**src/rtl/ex_pkg.sv**
```systemverilog
// Shared definitions for the MIPS execute stage: bus widths, aluop/alusel
// encodings, divider state encoding and a small sign helper.
package ex_pkg;

    localparam int REG_W      = 32;
    localparam int REG_ADDR_W = 5;
    localparam int ALU_OP_W   = 8;
    localparam int ALU_SEL_W  = 3;

    localparam logic [REG_W-1:0] ZERO_WORD = '0;

    // aluop encodings
    localparam logic [ALU_OP_W-1:0] EXE_AND_OP   = 8'b0010_0100;
    localparam logic [ALU_OP_W-1:0] EXE_OR_OP    = 8'b0010_0101;
    localparam logic [ALU_OP_W-1:0] EXE_XOR_OP   = 8'b0010_0110;
    localparam logic [ALU_OP_W-1:0] EXE_NOR_OP   = 8'b0010_0111;
    localparam logic [ALU_OP_W-1:0] EXE_SLL_OP   = 8'b0111_1100;
    localparam logic [ALU_OP_W-1:0] EXE_SRL_OP   = 8'b0000_0010;
    localparam logic [ALU_OP_W-1:0] EXE_SRA_OP   = 8'b0000_0011;
    localparam logic [ALU_OP_W-1:0] EXE_MFHI_OP  = 8'b0001_0000;
    localparam logic [ALU_OP_W-1:0] EXE_MTHI_OP  = 8'b0001_0001;
    localparam logic [ALU_OP_W-1:0] EXE_MFLO_OP  = 8'b0001_0010;
    localparam logic [ALU_OP_W-1:0] EXE_MTLO_OP  = 8'b0001_0011;
    localparam logic [ALU_OP_W-1:0] EXE_SLT_OP   = 8'b0010_1010;
    localparam logic [ALU_OP_W-1:0] EXE_SLTU_OP  = 8'b0010_1011;
    localparam logic [ALU_OP_W-1:0] EXE_ADD_OP   = 8'b0010_0000;
    localparam logic [ALU_OP_W-1:0] EXE_ADDU_OP  = 8'b0010_0001;
    localparam logic [ALU_OP_W-1:0] EXE_SUB_OP   = 8'b0010_0010;
    localparam logic [ALU_OP_W-1:0] EXE_SUBU_OP  = 8'b0010_0011;
    localparam logic [ALU_OP_W-1:0] EXE_MULT_OP  = 8'b0001_1000;
    localparam logic [ALU_OP_W-1:0] EXE_MULTU_OP = 8'b0001_1001;
    localparam logic [ALU_OP_W-1:0] EXE_DIV_OP   = 8'b0001_1010;
    localparam logic [ALU_OP_W-1:0] EXE_DIVU_OP  = 8'b0001_1011;

    // alusel result classes
    localparam logic [ALU_SEL_W-1:0] EXE_RES_NOP         = 3'b000;
    localparam logic [ALU_SEL_W-1:0] EXE_RES_LOGIC       = 3'b001;
    localparam logic [ALU_SEL_W-1:0] EXE_RES_SHIFT       = 3'b010;
    localparam logic [ALU_SEL_W-1:0] EXE_RES_MOVE        = 3'b011;
    localparam logic [ALU_SEL_W-1:0] EXE_RES_ARITHMETIC  = 3'b100;
    localparam logic [ALU_SEL_W-1:0] EXE_RES_MUL         = 3'b101;
    localparam logic [ALU_SEL_W-1:0] EXE_RES_JUMP_BRANCH = 3'b110;

    typedef enum logic [1:0] {
        DIV_FREE    = 2'b00,
        DIV_BY_ZERO = 2'b01,
        DIV_ON      = 2'b10,
        DIV_END     = 2'b11
    } div_state_e;

    localparam logic DIV_RESULT_READY     = 1'b1;
    localparam logic DIV_RESULT_NOT_READY = 1'b0;

    function automatic logic [REG_W-1:0] neg_if(input logic neg, input logic [REG_W-1:0] v);
        return neg ? (~v + 32'd1) : v;
    endfunction

endpackage

```
**src/rtl/ex_div.sv**
```systemverilog
// Iterative restoring divider: one quotient bit per cycle, 32 iterations,
// signed fix-up applied on the transition into DIV_END.
module ex_div
    import ex_pkg::*;
(
    input  logic                 clk,
    input  logic                 rst,
    input  logic                 signed_div_i,
    input  logic [REG_W-1:0]     opdata1_i,
    input  logic [REG_W-1:0]     opdata2_i,
    input  logic                 start_i,
    input  logic                 annul_i,
    output logic [2*REG_W-1:0]   result_o,
    output logic                 ready_o
);

    div_state_e       r_state;
    div_state_e       w_next_state;
    logic [4:0]       r_cnt;
    logic [REG_W-1:0] r_quo;
    logic [REG_W-1:0] r_rem;
    logic [REG_W-1:0] r_divisor;
    logic             r_neg_quo;
    logic             r_neg_rem;

    logic [REG_W:0]   w_shifted;
    logic [REG_W:0]   w_diff;
    logic [REG_W-1:0] w_step_quo;
    logic [REG_W-1:0] w_step_rem;
    logic [REG_W-1:0] w_mag1;
    logic [REG_W-1:0] w_mag2;

    assign w_mag1 = neg_if(signed_div_i && opdata1_i[REG_W-1], opdata1_i);
    assign w_mag2 = neg_if(signed_div_i && opdata2_i[REG_W-1], opdata2_i);

    // One restoring step: shift the next dividend bit into the partial remainder.
    always_comb begin
        w_shifted = {r_rem, r_quo[REG_W-1]};
        w_diff    = w_shifted - {1'b0, r_divisor};
        if (!w_diff[REG_W]) begin
            w_step_rem = w_diff[REG_W-1:0];
            w_step_quo = {r_quo[REG_W-2:0], 1'b1};
        end else begin
            w_step_rem = w_shifted[REG_W-1:0];
            w_step_quo = {r_quo[REG_W-2:0], 1'b0};
        end
    end

    // NOTE: sequential state is updated with non-blocking assignments only.
    always_ff @(posedge clk) begin
        if (rst) r_state <= DIV_FREE;
        else     r_state <= w_next_state;
    end

    // NOTE: every combinational output gets a default first so no latch is inferred.
    always_comb begin
        w_next_state = r_state;
        case (r_state)
            DIV_FREE: begin
                if (start_i && !annul_i)
                    w_next_state = (opdata2_i == ZERO_WORD) ? DIV_BY_ZERO : DIV_ON;
            end
            DIV_BY_ZERO: w_next_state = DIV_END;
            DIV_ON: begin
                if (annul_i)              w_next_state = DIV_FREE;
                else if (r_cnt == 5'd31)  w_next_state = DIV_END;
            end
            DIV_END: w_next_state = DIV_FREE;
            default: w_next_state = DIV_FREE;
        endcase
    end

    always_ff @(posedge clk) begin
        if (rst) begin
            r_cnt     <= '0;
            r_quo     <= ZERO_WORD;
            r_rem     <= ZERO_WORD;
            r_divisor <= ZERO_WORD;
            r_neg_quo <= 1'b0;
            r_neg_rem <= 1'b0;
        end else begin
            case (r_state)
                DIV_FREE: begin
                    if (start_i && !annul_i) begin
                        r_cnt     <= '0;
                        r_quo     <= w_mag1;
                        r_rem     <= ZERO_WORD;
                        r_divisor <= w_mag2;
                        r_neg_quo <= signed_div_i && (opdata1_i[REG_W-1] ^ opdata2_i[REG_W-1]);
                        r_neg_rem <= signed_div_i && opdata1_i[REG_W-1];
                    end
                end
                DIV_BY_ZERO: begin
                    r_quo <= ZERO_WORD;
                    r_rem <= ZERO_WORD;
                end
                DIV_ON: begin
                    r_cnt <= r_cnt + 5'd1;
                    if (r_cnt == 5'd31) begin
                        r_quo <= neg_if(r_neg_quo, w_step_quo);
                        r_rem <= neg_if(r_neg_rem, w_step_rem);
                    end else begin
                        r_quo <= w_step_quo;
                        r_rem <= w_step_rem;
                    end
                end
                default: begin
                    r_cnt <= '0;
                end
            endcase
        end
    end

    always_comb begin
        ready_o  = DIV_RESULT_NOT_READY;
        result_o = '0;
        if (r_state == DIV_END) begin
            ready_o  = DIV_RESULT_READY;
            result_o = {r_rem, r_quo};
        end
    end

endmodule

```
**src/rtl/ex.sv**
```systemverilog
// MIPS execute stage: combinational result/HI-LO selection plus the iterative
// divider. Define HW_DIV_EN to build the divider; otherwise div/divu act as nop.
module ex
    import ex_pkg::*;
(
    input  logic                  clk,
    input  logic                  rst,
    input  logic [ALU_OP_W-1:0]   aluop_i,
    input  logic [ALU_SEL_W-1:0]  alusel_i,
    input  logic [REG_W-1:0]      reg1_i,
    input  logic [REG_W-1:0]      reg2_i,
    input  logic [REG_ADDR_W-1:0] wd_i,
    input  logic                  wreg_i,
    input  logic [REG_W-1:0]      link_address_i,
    input  logic [REG_W-1:0]      hi_i,
    input  logic [REG_W-1:0]      lo_i,
    output logic [REG_ADDR_W-1:0] wd_o,
    output logic                  wreg_o,
    output logic [REG_W-1:0]      wdata_o,
    output logic                  whilo_o,
    output logic [REG_W-1:0]      hi_o,
    output logic [REG_W-1:0]      lo_o,
    output logic                  stallreq_o
);

    logic [REG_W-1:0]   w_logic;
    logic [REG_W-1:0]   w_shift;
    logic [REG_W-1:0]   w_move;
    logic [REG_W-1:0]   w_arith;
    logic [REG_W-1:0]   w_reg2_eff;
    logic [REG_W-1:0]   w_sum;
    logic               w_ovf;
    logic               w_is_sub;
    logic [2*REG_W-1:0] w_mul_a;
    logic [2*REG_W-1:0] w_mul_b;
    logic [2*REG_W-1:0] w_product;
    logic [REG_W-1:0]   w_wdata;
    logic               w_whilo;
    logic [REG_W-1:0]   w_hi;
    logic [REG_W-1:0]   w_lo;
    logic               w_stall;

    always_comb begin
        w_logic = ZERO_WORD;
        case (aluop_i)
            EXE_AND_OP: w_logic = reg1_i & reg2_i;
            EXE_OR_OP:  w_logic = reg1_i | reg2_i;
            EXE_XOR_OP: w_logic = reg1_i ^ reg2_i;
            EXE_NOR_OP: w_logic = ~(reg1_i | reg2_i);
            default:    w_logic = ZERO_WORD;
        endcase
    end

    always_comb begin
        w_shift = ZERO_WORD;
        case (aluop_i)
            EXE_SLL_OP: w_shift = reg2_i << reg1_i[4:0];
            EXE_SRL_OP: w_shift = reg2_i >> reg1_i[4:0];
            EXE_SRA_OP: w_shift = $signed(reg2_i) >>> reg1_i[4:0];
            default:    w_shift = ZERO_WORD;
        endcase
    end

    always_comb begin
        w_move = ZERO_WORD;
        case (aluop_i)
            EXE_MFHI_OP: w_move = hi_i;
            EXE_MFLO_OP: w_move = lo_i;
            default:     w_move = ZERO_WORD;
        endcase
    end

    // Overflow is judged on the effective (possibly negated) second operand.
    assign w_is_sub   = (aluop_i == EXE_SUB_OP) || (aluop_i == EXE_SUBU_OP);
    assign w_reg2_eff = w_is_sub ? (~reg2_i + 32'd1) : reg2_i;
    assign w_sum      = reg1_i + w_reg2_eff;
    assign w_ovf      = (reg1_i[REG_W-1] == w_reg2_eff[REG_W-1]) &&
                        (w_sum[REG_W-1] != reg1_i[REG_W-1]);

    always_comb begin
        w_arith = ZERO_WORD;
        case (aluop_i)
            EXE_ADD_OP, EXE_ADDU_OP, EXE_SUB_OP, EXE_SUBU_OP: w_arith = w_sum;
            EXE_SLT_OP:  w_arith = {31'd0, $signed(reg1_i) < $signed(reg2_i)};
            EXE_SLTU_OP: w_arith = {31'd0, reg1_i < reg2_i};
            default:     w_arith = ZERO_WORD;
        endcase
    end

    // Low 64 bits of the product of sign- or zero-extended operands.
    assign w_mul_a   = (aluop_i == EXE_MULT_OP) ? {{REG_W{reg1_i[REG_W-1]}}, reg1_i} : {ZERO_WORD, reg1_i};
    assign w_mul_b   = (aluop_i == EXE_MULT_OP) ? {{REG_W{reg2_i[REG_W-1]}}, reg2_i} : {ZERO_WORD, reg2_i};
    assign w_product = w_mul_a * w_mul_b;

    always_comb begin
        w_wdata = ZERO_WORD;
        case (alusel_i)
            EXE_RES_LOGIC:       w_wdata = w_logic;
            EXE_RES_SHIFT:       w_wdata = w_shift;
            EXE_RES_MOVE:        w_wdata = w_move;
            EXE_RES_ARITHMETIC:  w_wdata = w_arith;
            EXE_RES_MUL:         w_wdata = w_product[REG_W-1:0];
            EXE_RES_JUMP_BRANCH: w_wdata = link_address_i;
            EXE_RES_NOP:         w_wdata = ZERO_WORD;
            default:             w_wdata = ZERO_WORD;
        endcase
    end

`ifdef HW_DIV_EN
    logic               w_div_op;
    logic [2*REG_W-1:0] w_div_result;
    logic               w_div_ready;

    assign w_div_op = (aluop_i == EXE_DIV_OP) || (aluop_i == EXE_DIVU_OP);
    assign w_stall  = w_div_op && (w_div_ready == DIV_RESULT_NOT_READY);

    ex_div u_div (
        .clk          (clk),
        .rst          (rst),
        .signed_div_i (aluop_i == EXE_DIV_OP),
        .opdata1_i    (reg1_i),
        .opdata2_i    (reg2_i),
        .start_i      (w_div_op),
        .annul_i      (1'b0),
        .result_o     (w_div_result),
        .ready_o      (w_div_ready)
    );
`else
    logic w_unused_clk;
    assign w_unused_clk = clk;
    assign w_stall      = 1'b0;
`endif

    always_comb begin
        w_whilo = 1'b0;
        w_hi    = ZERO_WORD;
        w_lo    = ZERO_WORD;
        case (aluop_i)
            EXE_MULT_OP, EXE_MULTU_OP: begin
                w_whilo = 1'b1;
                w_hi    = w_product[2*REG_W-1:REG_W];
                w_lo    = w_product[REG_W-1:0];
            end
            EXE_MTHI_OP: begin
                w_whilo = 1'b1;
                w_hi    = reg1_i;
                w_lo    = lo_i;
            end
            EXE_MTLO_OP: begin
                w_whilo = 1'b1;
                w_hi    = hi_i;
                w_lo    = reg1_i;
            end
`ifdef HW_DIV_EN
            EXE_DIV_OP, EXE_DIVU_OP: begin
                w_whilo = w_div_ready;
                w_hi    = w_div_result[2*REG_W-1:REG_W];
                w_lo    = w_div_result[REG_W-1:0];
            end
`endif
            default: begin
                w_whilo = 1'b0;
            end
        endcase
    end

    always_comb begin
        wd_o       = wd_i;
        wreg_o     = ((aluop_i == EXE_ADD_OP) || (aluop_i == EXE_SUB_OP)) && w_ovf ? 1'b0 : wreg_i;
        wdata_o    = w_wdata;
        whilo_o    = w_whilo;
        hi_o       = w_hi;
        lo_o       = w_lo;
        stallreq_o = w_stall;
        if (rst) begin
            wd_o       = '0;
            wreg_o     = 1'b0;
            wdata_o    = ZERO_WORD;
            whilo_o    = 1'b0;
            hi_o       = ZERO_WORD;
            lo_o       = ZERO_WORD;
            stallreq_o = 1'b0;
        end
    end

endmodule

```
**config.mk**
```make
export PLATFORM = sky130hd
export DESIGN_NAME = ex
export DESIGN_NICKNAME = d
export VERILOG_FILES = /design/src/rtl/ex_pkg.sv /design/src/rtl/ex_div.sv /design/src/rtl/ex.sv
export SDC_FILE = /design/constraint.sdc
export NUM_CORES = 2
export LEC_CHECK = 0
export CORE_AREA = 4 4 308 310
export DETAILED_ROUTE_END_ITERATION = 7
export DIE_AREA = 0 0 312 314
export GPL_ROUTABILITY_DRIVEN = 0
export GPL_TIMING_DRIVEN = 1
export PLACE_DENSITY_LB_ADDON = 0.12
export SETUP_SLACK_MARGIN = 0.3
export SYNTH_ARGS = -nofsm -noshare
export SYNTH_HDL_FRONTEND = slang
export SYNTH_HIERARCHICAL = 1
export SYNTH_SLANG_ARGS = --single-unit
```
**constraint.sdc**
```tcl
create_clock -name vclk -period 19.2
set_clock_uncertainty 0.05 [all_clocks]
set_input_delay 3.84 -clock vclk [all_inputs]
set_output_delay 3.84 -clock vclk [all_outputs]
set_load 0.01 [all_outputs]
```
==> results.md <==
Cells and area:
- The layout cell share with drive strength beyond 1 is 4.69%.
- Cells fill ~68% of the core in the end.
- Sequential cells placed in the final layout were counted as 0.
- Summing all flip-flop and latch instances after layout gives 0 um2.
- In the final design database the tool counted 8885 nets.
- The clock buffer instance count of the final layout is 0.
- The layout overhead on the synthesized area is 7.55%.

Worst hold path:
- The class of the most critical hold timing path is primary input to output pin.

Timing:
- The final total negative setup slack is 0 ps.
- The top achievable clock speed is 0.0527 GHz.
- In this run the tightest slew margin relative to its limit is -4.32%.
- The smallest clock period supported by the final layout is computed as 18970 ps.
- The final max-slew violation count is 4.
- Setup repair after global routing left no endpoint under its margin.
- The post-route fraction of the period consumed by the critical path is 98.8%.
- At the pin with the least slew margin, the transition time is roughly 1600 ps.
- Setup violations remaining at the end of the flow were counted as 0.
- The number of failing hold endpoints at the final stage came to 0.

Critical path:
- The worst stage delay on the critical path is 1430 ps.
- The cell repeated most along the worst path is sky130_fd_sc_hd__fa_1.
- The endpoint kind of the worst setup timing path is an output pin.
- STA classifies the critical path startpoint as a primary input.
- By startpoint and endpoint, the worst setup path is classified as primary input to output pin.
- The critical path ends at wdata_o[28].
- Data on the critical path arrives at its endpoint at 15080 ps.
- The required time at the endpoint of the critical path is between 15000 and 20000 ps.
- Of all nets on the critical path, the largest fanout is 17.
- The beginning of the critical path is reg1_i[17].
- The slowest stage cell on the critical path is sky130_fd_sc_hd__clkdlybuf4s50_1.

Floorplanning:
- The die outline width is approximately 310 um.
- The core footprint is ~90000 um2.
- The die covers 98000 um2.
- The starting density of the core is 62.9%.
- In this run the vertical extent of the chip is 314 um.
- The number of rows created at floorplan is approximately 110.
- around 280 I/O pins were placed.

Detailed routing:
- The starting DRC count in detailed routing is 6703.
- The count of unresolved DRC violations after routing is 44.
- The per-cell routed wire length is 28.5 um.
- After detailed routing, the number of vias per cell comes to 6.36.
- Once detail routing completed, the nets flagged for antenna violations numbered 0.
- The detailed router placed 51200 vias in this run.
- The first detailed-routing pass ran for 8 iterations.
- The post-detailed-routing wire length is 230000 um.

GRT:
- The global-route usage over all layers is 47.6%.
- The initial antenna violation count was 20.
- The largest net degree at the start of global routing is 70.
- After global routing the overflow that remains totals 0.
- The via count of the first global-routing pass is between 50000 and 60000.
- The first-pass GRT wire length is around 340000 um.

Synthesis:
- In this run the cell area of the synthesized design comes to 57700 um2.
- The number of distinct library cells after synthesis is a little under 90.
- When the netlist entered floorplanning its net count stood at about 8800.
- Of the synthesized area, sequential elements account for 0%.
- Yosys printed 6 warnings.
- A synthesized cell averages 8.53 um2.
- The synthesized instance count is around 6800.

Run status:
- The checks that failed: design-rule violations, max-capacitance violations, max-slew violations.
- The flow ran to the end, but the final reports show violations.

Placed design:
- Detailed placement finished with a half-perimeter wire length of 187000 um.
- The count of input and output buffers is ~280.

Clock tree:
- The number of hold buffers added after cts is 0.

Flow run:
- The count of max-cap constraint violations is 2.
-- area by class of cell --
type	count	area [um2]
Timing Repair Buffer	478	4200
Multi-Input combinational cell	4716	50100
Antenna cell	21	52.6
Inverter	1655	6210
Fill cell	7616	29700
Tap cell	1186	1480
-- cell usage after synthesis, types with 22 or more instances --
library cell	count	area [um2]
sky130_fd_sc_hd__clkinv_1	22	82.6
sky130_fd_sc_hd__o21ai_0	158	791
sky130_fd_sc_hd__xor2_1	40	350
sky130_fd_sc_hd__a21o_1	52	390
sky130_fd_sc_hd__a22oi_1	63	473
sky130_fd_sc_hd__fa_1	1420	28400
sky130_fd_sc_hd__mux4_2	43	968
sky130_fd_sc_hd__a221oi_1	24	210
sky130_fd_sc_hd__o22ai_1	36	225
sky130_fd_sc_hd__a211oi_1	34	255
sky130_fd_sc_hd__a21oi_1	232	1160
sky130_fd_sc_hd__buf_1	92	345
sky130_fd_sc_hd__nand2_1	826	3100
sky130_fd_sc_hd__nor2_1	639	2400
sky130_fd_sc_hd__ha_1	435	5440
sky130_fd_sc_hd__nor3_1	46	230
sky130_fd_sc_hd__nand3_1	30	150
sky130_fd_sc_hd__clkbuf_1	275	1030
sky130_fd_sc_hd__xnor2_1	136	1190
sky130_fd_sc_hd__mux2i_1	155	1550
sky130_fd_sc_hd__nand2b_1	26	163
sky130_fd_sc_hd__o21bai_1	24	180
sky130_fd_sc_hd__nor2b_1	24	150
sky130_fd_sc_hd__inv_1	1628	6110
-- worst max-delay path, delay by kind of cell --
kind	cells	cell delay (ps)
adders and majority gates	11	5190
AOI/OAI and AO/OA	5	1330
buffers and inverters	8	3030
xor gates and xnor gates	1	870
and+or+nand+nor	4	770
-- kinds of logic after synthesis --
family / count (synthesis) / synth area share, %
AOI/OAI and AO/OA: 780 / 8.67
xor gates and xnor gates: 176 / 2.67
adders and majority gates: 1855 / 58.7
buffers and inverters: 2040 / 13.3
muxes: 203 / 4.47
other: 1 / 0.00650
and+or+nand+nor: 1701 / 12.1
-- routing by layer --
layer / vias to the layer above / routed length [um] / part of all wire (%) / track usage, %
met3: 1471 / 35000 / 15 / 20.5
met4: 16 / 27200 / 12 / 39.8
met2: 3941 / 96100 / 42 / 70.0
li1: 20600 / - / - / -
met5: - / 250 / 0.11 / 2.12
met1: 25200 / 71100 / 31 / 53.6
-- stage by stage --
stage	std cells	cell area (um2)	setup slack, ps	hold slack (ps)
after floorplan	6756	57700	1680	7770
after global placement	8034	61900	58.7	8610
after detailed placement	8034	61900	39.6	8610
after CTS	8034	61900	417	8620
after global routing	8039	62000	260	8640
final	8056	62000	226	8610
-- worst min path at each step --
stage                  from       to  slack (ps)  depth (start not counted)
detailed placement  wd_i[4]  wd_o[4]        8610                          3
global placement    wd_i[2]  wd_o[2]        8610                          3
global route        wd_i[0]  wd_o[0]        8640                          3
floorplan           wd_i[0]  wd_o[0]        7770                          1
CTS                 wd_i[4]  wd_o[4]        8620                          3
finish              wd_i[4]  wd_o[4]        8610                          3
-- layout by cell type, fill, tap and decap left out, types with 19 or more instances in the layout --
cell,netlist,final
sky130_fd_sc_hd__a221oi_1,24,24
sky130_fd_sc_hd__o22ai_1,36,36
sky130_fd_sc_hd__mux4_2,43,43
sky130_fd_sc_hd__xnor2_1,136,136
sky130_fd_sc_hd__a211oi_1,34,34
sky130_fd_sc_hd__nor2_1,639,637
sky130_fd_sc_hd__a22oi_1,63,63
sky130_fd_sc_hd__nand3_1,30,30
sky130_fd_sc_hd__o21bai_1,24,24
sky130_fd_sc_hd__a21oi_1,232,231
sky130_fd_sc_hd__nand2b_1,26,26
sky130_fd_sc_hd__inv_1,1628,1625
sky130_fd_sc_hd__o21ai_0,158,158
sky130_fd_sc_hd__ha_1,435,433
sky130_fd_sc_hd__a31oi_1,19,19
sky130_fd_sc_hd__nand2_1,826,825
sky130_fd_sc_hd__o31ai_1,19,19
sky130_fd_sc_hd__fa_1,1420,1417
sky130_fd_sc_hd__a21o_1,52,52
sky130_fd_sc_hd__buf_2,14,22
sky130_fd_sc_hd__mux2i_1,155,155
sky130_fd_sc_hd__nor2b_1,24,24
sky130_fd_sc_hd__diode_2,0,21
sky130_fd_sc_hd__buf_4,1,199
sky130_fd_sc_hd__xor2_1,40,39
sky130_fd_sc_hd__clkdlybuf4s50_1,0,253
sky130_fd_sc_hd__clkinv_1,22,22
sky130_fd_sc_hd__nor3_1,46,43
-- repair_timing --
action	4_1_cts	5_1_grt
pin swaps	0	1
buffers inserted	0	1
gates resized for setup	2	15
endpoints found under the setup margin	4	11
